$ cat src/rtl/wsum_pkg.sv
// Shared types and constants for the weighted-sample frame accumulator.
package wsum_pkg;

    localparam int unsigned IN_W_DEF  = 9;
    localparam int unsigned N_DEF     = 8;
    localparam int unsigned OUT_W_DEF = 12;

    typedef enum logic [1:0] {
        ST_IDLE = 2'd0,
        ST_ACC  = 2'd1,
        ST_HOLD = 2'd2
    } state_e;

    // Counter width able to hold 0..n-1, never narrower than one bit.
    function automatic int unsigned cnt_w(input int unsigned n);
        return (n <= 2) ? 1 : $clog2(n);
    endfunction

endpackage

$ cat src/rtl/wsum_ctrl.sv
// Frame FSM and sample counter; emits input ready plus load/add/commit/handshake strobes.
module wsum_ctrl
    import wsum_pkg::*;
#(
    parameter int unsigned N = N_DEF
) (
    input  logic i_clk,
    input  logic i_rst_n,
    input  logic i_valid,
    input  logic i_clear,
    input  logic i_out_ready,
    output logic o_in_ready,
    output logic o_load_c,
    output logic o_add_c,
    output logic o_commit_c,
    output logic o_hs_c
);

    localparam int unsigned CNT_W = cnt_w(N);

    state_e           state_q;
    logic [CNT_W-1:0] cnt_q;
    logic             in_ready_q;
    logic             accept_c;
    logic             last_c;

    // A clear wins over any simultaneous accept or output handshake.
    assign accept_c   = i_valid & in_ready_q & ~i_clear;
    assign last_c     = (cnt_q == CNT_W'(N - 1));
    assign o_load_c   = accept_c & (state_q == ST_IDLE);
    assign o_add_c    = accept_c & (state_q == ST_ACC) & ~last_c;
    assign o_commit_c = accept_c & (state_q == ST_ACC) & last_c;
    assign o_hs_c     = (state_q == ST_HOLD) & i_out_ready & ~i_clear;
    assign o_in_ready = in_ready_q;

    always_ff @(posedge i_clk) begin
        if (!i_rst_n || i_clear) begin
            state_q    <= ST_IDLE;
            cnt_q      <= '0;
            in_ready_q <= 1'b1;
        end else begin
            unique case (state_q)
                ST_IDLE: begin
                    if (o_load_c) begin
                        cnt_q   <= CNT_W'(1);
                        state_q <= ST_ACC;
                    end
                end
                ST_ACC: begin
                    if (o_commit_c) begin
                        cnt_q      <= '0;
                        state_q    <= ST_HOLD;
                        in_ready_q <= 1'b0;
                    end else if (o_add_c) begin
                        cnt_q <= cnt_q + CNT_W'(1);
                    end
                end
                ST_HOLD: begin
                    if (o_hs_c) begin
                        state_q    <= ST_IDLE;
                        in_ready_q <= 1'b1;
                    end
                end
                default: begin
                    state_q    <= ST_IDLE;
                    cnt_q      <= '0;
                    in_ready_q <= 1'b1;
                end
            endcase
        end
    end

endmodule

$ cat src/rtl/wsum_acc.sv
// Frame accumulator datapath: sums N unsigned products and presents the total with valid/ready.
// Define WSUM_SAT_EN for saturating arithmetic and a per-frame overflow flag on o_ovf.
module wsum_acc
    import wsum_pkg::*;
#(
    parameter int unsigned IN_W  = IN_W_DEF,
    parameter int unsigned N     = N_DEF,
    parameter int unsigned OUT_W = OUT_W_DEF
) (
    input  logic             i_clk,
    input  logic             i_rst_n,
    input  logic             i_valid,
    input  logic [IN_W-1:0]  i_w1,
    output logic             o_in_ready,
    input  logic             i_clear,
    output logic             o_valid,
    output logic [OUT_W-1:0] o_sum,
    input  logic             i_out_ready,
    output logic             o_ovf
);

    logic             load_c;
    logic             add_c;
    logic             commit_c;
    logic             hs_c;
    logic [OUT_W-1:0] acc_q;
    logic [OUT_W-1:0] sum_q;
    logic             valid_q;
    logic [OUT_W-1:0] base_c;
    logic [OUT_W-1:0] nxt_c;

    wsum_ctrl #(.N(N)) u_ctrl (
        .i_clk       (i_clk),
        .i_rst_n     (i_rst_n),
        .i_valid     (i_valid),
        .i_clear     (i_clear),
        .i_out_ready (i_out_ready),
        .o_in_ready  (o_in_ready),
        .o_load_c    (load_c),
        .o_add_c     (add_c),
        .o_commit_c  (commit_c),
        .o_hs_c      (hs_c)
    );

    // The first sample of a frame is added to zero rather than to the stale accumulator.
    assign base_c = load_c ? '0 : acc_q;

`ifdef WSUM_SAT_EN
    logic [OUT_W:0] sum_w;
    logic           ovf_c;
    logic           ovf_q;
    logic           ovf_out_q;

    assign sum_w = {1'b0, base_c} + (OUT_W + 1)'(i_w1);
    assign ovf_c = sum_w[OUT_W];
    assign nxt_c = ovf_c ? '1 : sum_w[OUT_W-1:0];

    always_ff @(posedge i_clk) begin
        if (!i_rst_n || i_clear) begin
            ovf_q     <= 1'b0;
            ovf_out_q <= 1'b0;
        end else begin
            if (load_c) ovf_q <= ovf_c;
            if (add_c)  ovf_q <= ovf_q | ovf_c;
            if (commit_c) begin
                ovf_out_q <= ovf_q | ovf_c;
                ovf_q     <= 1'b0;
            end
            if (hs_c) ovf_out_q <= 1'b0;
        end
    end

    assign o_ovf = ovf_out_q;
`else
    assign nxt_c = base_c + OUT_W'(i_w1);
    assign o_ovf = 1'b0;
`endif

    always_ff @(posedge i_clk) begin
        if (!i_rst_n) begin
            acc_q   <= '0;
            sum_q   <= '0;
            valid_q <= 1'b0;
        end else if (i_clear) begin
            acc_q   <= '0;
            valid_q <= 1'b0;
        end else begin
            if (load_c || add_c) acc_q <= nxt_c;
            if (commit_c) begin
                acc_q   <= '0;
                sum_q   <= nxt_c;
                valid_q <= 1'b1;
            end
            if (hs_c) valid_q <= 1'b0;
        end
    end

    assign o_valid = valid_q;
    assign o_sum   = sum_q;

endmodule

$ cat config.mk
export PLATFORM = sky130hd
export DESIGN_NAME = wsum_acc
export DESIGN_NICKNAME = d
export VERILOG_FILES = /design/src/rtl/wsum_pkg.sv /design/src/rtl/wsum_ctrl.sv /design/src/rtl/wsum_acc.sv
export SDC_FILE = /design/constraint.sdc
export NUM_CORES = 1
export LEC_CHECK = 0
export ABC_AREA = 1
export CELL_PAD_IN_SITES_DETAIL_PLACEMENT = 0
export CELL_PAD_IN_SITES_GLOBAL_PLACEMENT = 1
export CORE_ASPECT_RATIO = 2
export CORE_UTILIZATION = 38
export CTS_BUF_LIST = sky130_fd_sc_hd__clkbuf_16
export CTS_CLUSTER_SIZE = 25
export DETAILED_ROUTE_END_ITERATION = 6
export MAX_ROUTING_LAYER = met4
export PLACE_DENSITY = 0.88
export RECOVER_POWER = 50
export REMOVE_ABC_BUFFERS = 1
export SLEW_MARGIN = 20
export SYNTH_ARGS = -nofsm -noshare
export SYNTH_HDL_FRONTEND = slang
export SYNTH_SLANG_ARGS = --single-unit
$ cat constraint.sdc
create_clock -name i_clk -period 3.31 [get_ports i_clk]
set_clock_uncertainty 0.1 [all_clocks]
set_input_delay 0.331 -clock i_clk [delete_from_list [all_inputs] [get_ports i_clk]]
set_output_delay 0.331 -clock i_clk [all_outputs]
set_load 0.05 [all_outputs]
==> impl_metrics.py <==
metrics = {
    "status": {
        "run_status": "finished, final reports clean",
    },
    "sta": {
        "finalSetupTns_ns": 0,
        "report.final.setup_viol": 0,
        "max_slew.worst_pin.slew_ns": 0.509,
        "max-slew-margin-rel_pct": 66.0,
        "period_utilization_post_route_pct": 83.2,
        "worst_case_setup_margin_in_the_final_layout_ns": 0.557,
        "setup_repair_after_global_routing_missed_its_margin": "no",
        "drv_slew": 0,
        "fin_crit_ns": 2.75,
        "hold_violations": 0,
        "timing.fmax_mhz": 363,
    },
    "cells_and_area": {
        "mostFrequentLayoutCells": "nand2_1, inv_1, dfxtp_1",
        "finalCoreUtilization_pct": 49.1,
        "area_delta_synth_final_pct": 24.8,
        "total_inserted_antenna_cells": 0,
        "most_common_library_cell_in_the_layout_ignoring_fill_and_taps": "nand2_1",
        "design.final.nets": 323,
        "post_route_cells_drive_above_1_share_pct": 4.70,
    },
    "synthesis": {
        "syn_area_per_cell_um2": 6.81,
        "synth_cells": 266,
        "postSynthRegisterBits": 31,
        "syn_warnings": 0,
        "syn_area_mm2": 0.00181,
        "synth_sequential_area_ratio_pct": 34.3,
        "yosysUniqueCellTypes": 30,
    },
    "clock_network": {
        "max-clock-path-buffers": 2,
        "clkSlewWorstSetupHoldPaths_ns": 0.05,
        "cts-hold-fix-buffers": 0,
        "ctsRootBufferMaster": "clkbuf_16",
        "cts.sinks": 31,
        "cts_tree": "done",
        "cts_setup_buffers": 0,
        "tritoncts.num_buffers": 5,
        "htree_num_levels": 2,
        "post_cts.resized_instances": 0,
        "insertion_delay_ns": 0.28,
    },
    "detailed_routing": {
        "initialDrtViolationCount": 24,
        "routed_wirelength_mm": 4.17,
        "route.detailed.drc": 0,
        "route.detailed.wl_per_inst_um": 11.8,
        "drt-vias-per-instance": 4.80,
        "first_pass_iters": 4,
        "total_via_count_in_the_routed_design": 1693,
        "antenna_left": 0,
    },
    "global_route": {
        "grt_pass1_wl_mm": 7.07,
        "grt_pass1_vias": 1667,
        "number_of_antenna_violations_at_the_first_check_in_global_routing": 0,
        "total_congestion_overflow_after_global_routing": 0,
        "grt_use_total_pct": 19.1,
        "pin_count_of_the_biggest_net_entering_global_routing": 24,
    },
    "hold_path": {
        "timing.hold.worst_endpoint": "o_sum[2]$_SDFFE_PN0P_",
        "holdCritStartpoint": "o_sum[2]$_SDFFE_PN0P_",
        "timing.hold.worst.class": "flop to flop",
        "timing.hold.worst_path_depth": 2,
    },
    "place": {
        "gp_routability_congestion": 0.880,
        "dp_hpwl_mm": 3.27,
        "port_buffers": 27,
        "dpl_worst_slack_ns": 0.341,
    },
    "power_and_ir_drop": {
        "swShare_pct": 24.3,
        "share_clk_of_total_power_pct": 46.7,
        "pwr-share-seq_pct": 42.0,
        "powerDensity_mw_per_mm2": 403,
        "power.leakage_nw": 1.15,
        "power.ir.vdd_worst_mv": 0.292,
        "power_report.internal_total_mw": 0.690,
        "switchingPower_mw": 0.221,
        "p_comb_share_pct": 11.3,
    },
    "setup_path": {
        "timing.critical_path.to_type": "flop",
        "cp_data_arrival_time_ns": 2.82,
        "rr_endpoint": "o_sum[10]$_SDFFE_PN0P_",
        "worst_ep_required_time_ns": 3.38,
        "criticalPathCategory": "input port to flop",
        "worst_r2r_startpoint": "u_ctrl.state_q[1]$_SDFFE_PP0P_",
        "worstRegToRegCells": 15,
        "worstSetupStartpointType": "input port",
        "worst_reg_to_reg_setup_slack_ns": 0.81,
        "crit_fanout": 9,
    },
    "floorplan": {
        "die_height_um": 99.6,
        "io-pin-count": 29,
        "design.die.area_mm2": 0.00506,
        "placement_rows": 35,
        "initial_core_util_pct": 39.4,
        "fp.coreArea_mm2": 0.00460,
        "floorplan.die.width_um": 50.8,
    },
    "job": {
        "drv_cap": 0,
    },
}
area by class of cell:
type	count	area [um2]
fillers	505	2340
multi-input cells	180	963
flip-flops and latches	31	621
repair buffers	29	282
inverters	50	189
clock buffers	5	125
well taps	55	68.8
clock inverters	3	11.3
power groups by stage:
| stage | clock (mW) | combinational [mW] | sequential, mW |
|---|---|---|---|
| detailed placement | 0 | 0.105 | 0.390 |
| floorplan | 0 | 0.0656 | 0.389 |
| global placement | 0 | 0.104 | 0.390 |
| CTS | 0.433 | 0.105 | 0.382 |
| global route | 0.448 | 0.116 | 0.383 |
| finish | 0.426 | 0.103 | 0.382 |
routing by layer:
metal	wire length [um]	GRT usage, %	vias up
li1	-	-	898
met4	114	10.5	0
met5	0	-	-
met2	2260	35.9	24
met3	71	2.45	10
met1	1720	17.9	761
state kept, by name (all words and copies together) (netlist names):
signal	flops
o_sum	12
u_ctrl.state_q	2
o_valid	1
u_ctrl.o_in_ready	1
acc_q	12
u_ctrl.cnt_q	3
worst max-delay path, stage by stage:
cell and delay [ns]:
dlygate4sd3_1 0.58, nor2_2 0.08, nand2_1 0.08, clkinv_1 0.24
nor2_1 0.17, ha_1 0.18, inv_1 0.07, fa_1 0.39
inv_1 0.10, nand2_1 0.06, nand3_1 0.12, nand3_1 0.11
nand3_1 0.10, nand3_1 0.09, nand2_1 0.07, inv_1 0.03
cell usage after synthesis:
master / instances / area (um2)
nor3b_1: 1 / 7.51
a31oi_1: 1 / 6.26
a21o_1: 1 / 7.51
clkinv_1: 1 / 3.75
a211oi_1: 1 / 7.51
clkbuf_1: 1 / 3.75
nor2_2: 1 / 6.26
nand2_2: 3 / 18.8
nand3_1: 19 / 95.1
nand2_4: 1 / 11.3
o21ai_1: 1 / 5.00
conb_1: 1 / 3.75
buf_6: 1 / 11.3
fa_1: 1 / 20.0
dfxtp_1: 31 / 621
clkinv_2: 1 / 5.00
o21ai_0: 14 / 70.1
o21a_1: 9 / 67.6
nand2_1: 59 / 221
nor2_1: 23 / 86.3
o21bai_1: 2 / 15.0
a21oi_1: 24 / 120
inv_1: 46 / 173
xor2_1: 3 / 26.3
inv_2: 2 / 7.51
ha_1: 11 / 138
xnor2_1: 2 / 17.5
buf_4: 3 / 22.5
nor4_1: 1 / 6.26
nand2b_1: 1 / 6.26
logic make-up after synthesis:
kind of cell / Yosys count / synth area share, %
AND/OR/NAND/NOR: 109 / 25.4
buffers and inverters: 55 / 12.5
flip-flops: 31 / 34.3
other: 1 / 0.207
XOR/XNOR: 5 / 2.42
AO/OA/AOI/OAI: 53 / 16.5
adder cells (fa/ha/maj): 12 / 8.71
per-stage QoR:
stage / power (mW) / hold slack (ns) / instance area [um2] / cells
3_5_place_dp: 0.494 / 0.359 / 2130 / 345
6_report: 0.911 / 0.363 / 2260 / 353
2_1_floorplan: 0.455 / 0.321 / 1770 / 261
4_1_cts: 0.921 / 0.368 / 2260 / 353
5_1_grt: 0.947 / 0.388 / 2260 / 353
3_3_place_gp: 0.494 / 0.354 / 2130 / 345
worst max path at each step:
stage / startpoint / to / slack, ns / cells after the start
CTS: i_clear / o_sum[10]$_SDFFE_PN0P_ / 0.61 / 16
floorplan: u_ctrl.o_in_ready$_SDFFE_PP1P_ / o_sum[10]$_SDFFE_PN0P_ / 0.78 / 16
global placement: i_clear / acc_q[10]$_SDFFE_PP0P_ / 0.44 / 16
global route: i_clear / o_sum[10]$_SDFFE_PN0P_ / 0.27 / 16
finish: i_clear / o_sum[10]$_SDFFE_PN0P_ / 0.56 / 16
detailed placement: i_clear / o_sum[10]$_SDFFE_PN0P_ / 0.34 / 16
No activity file was read; power rests on OpenSTA's default activity.
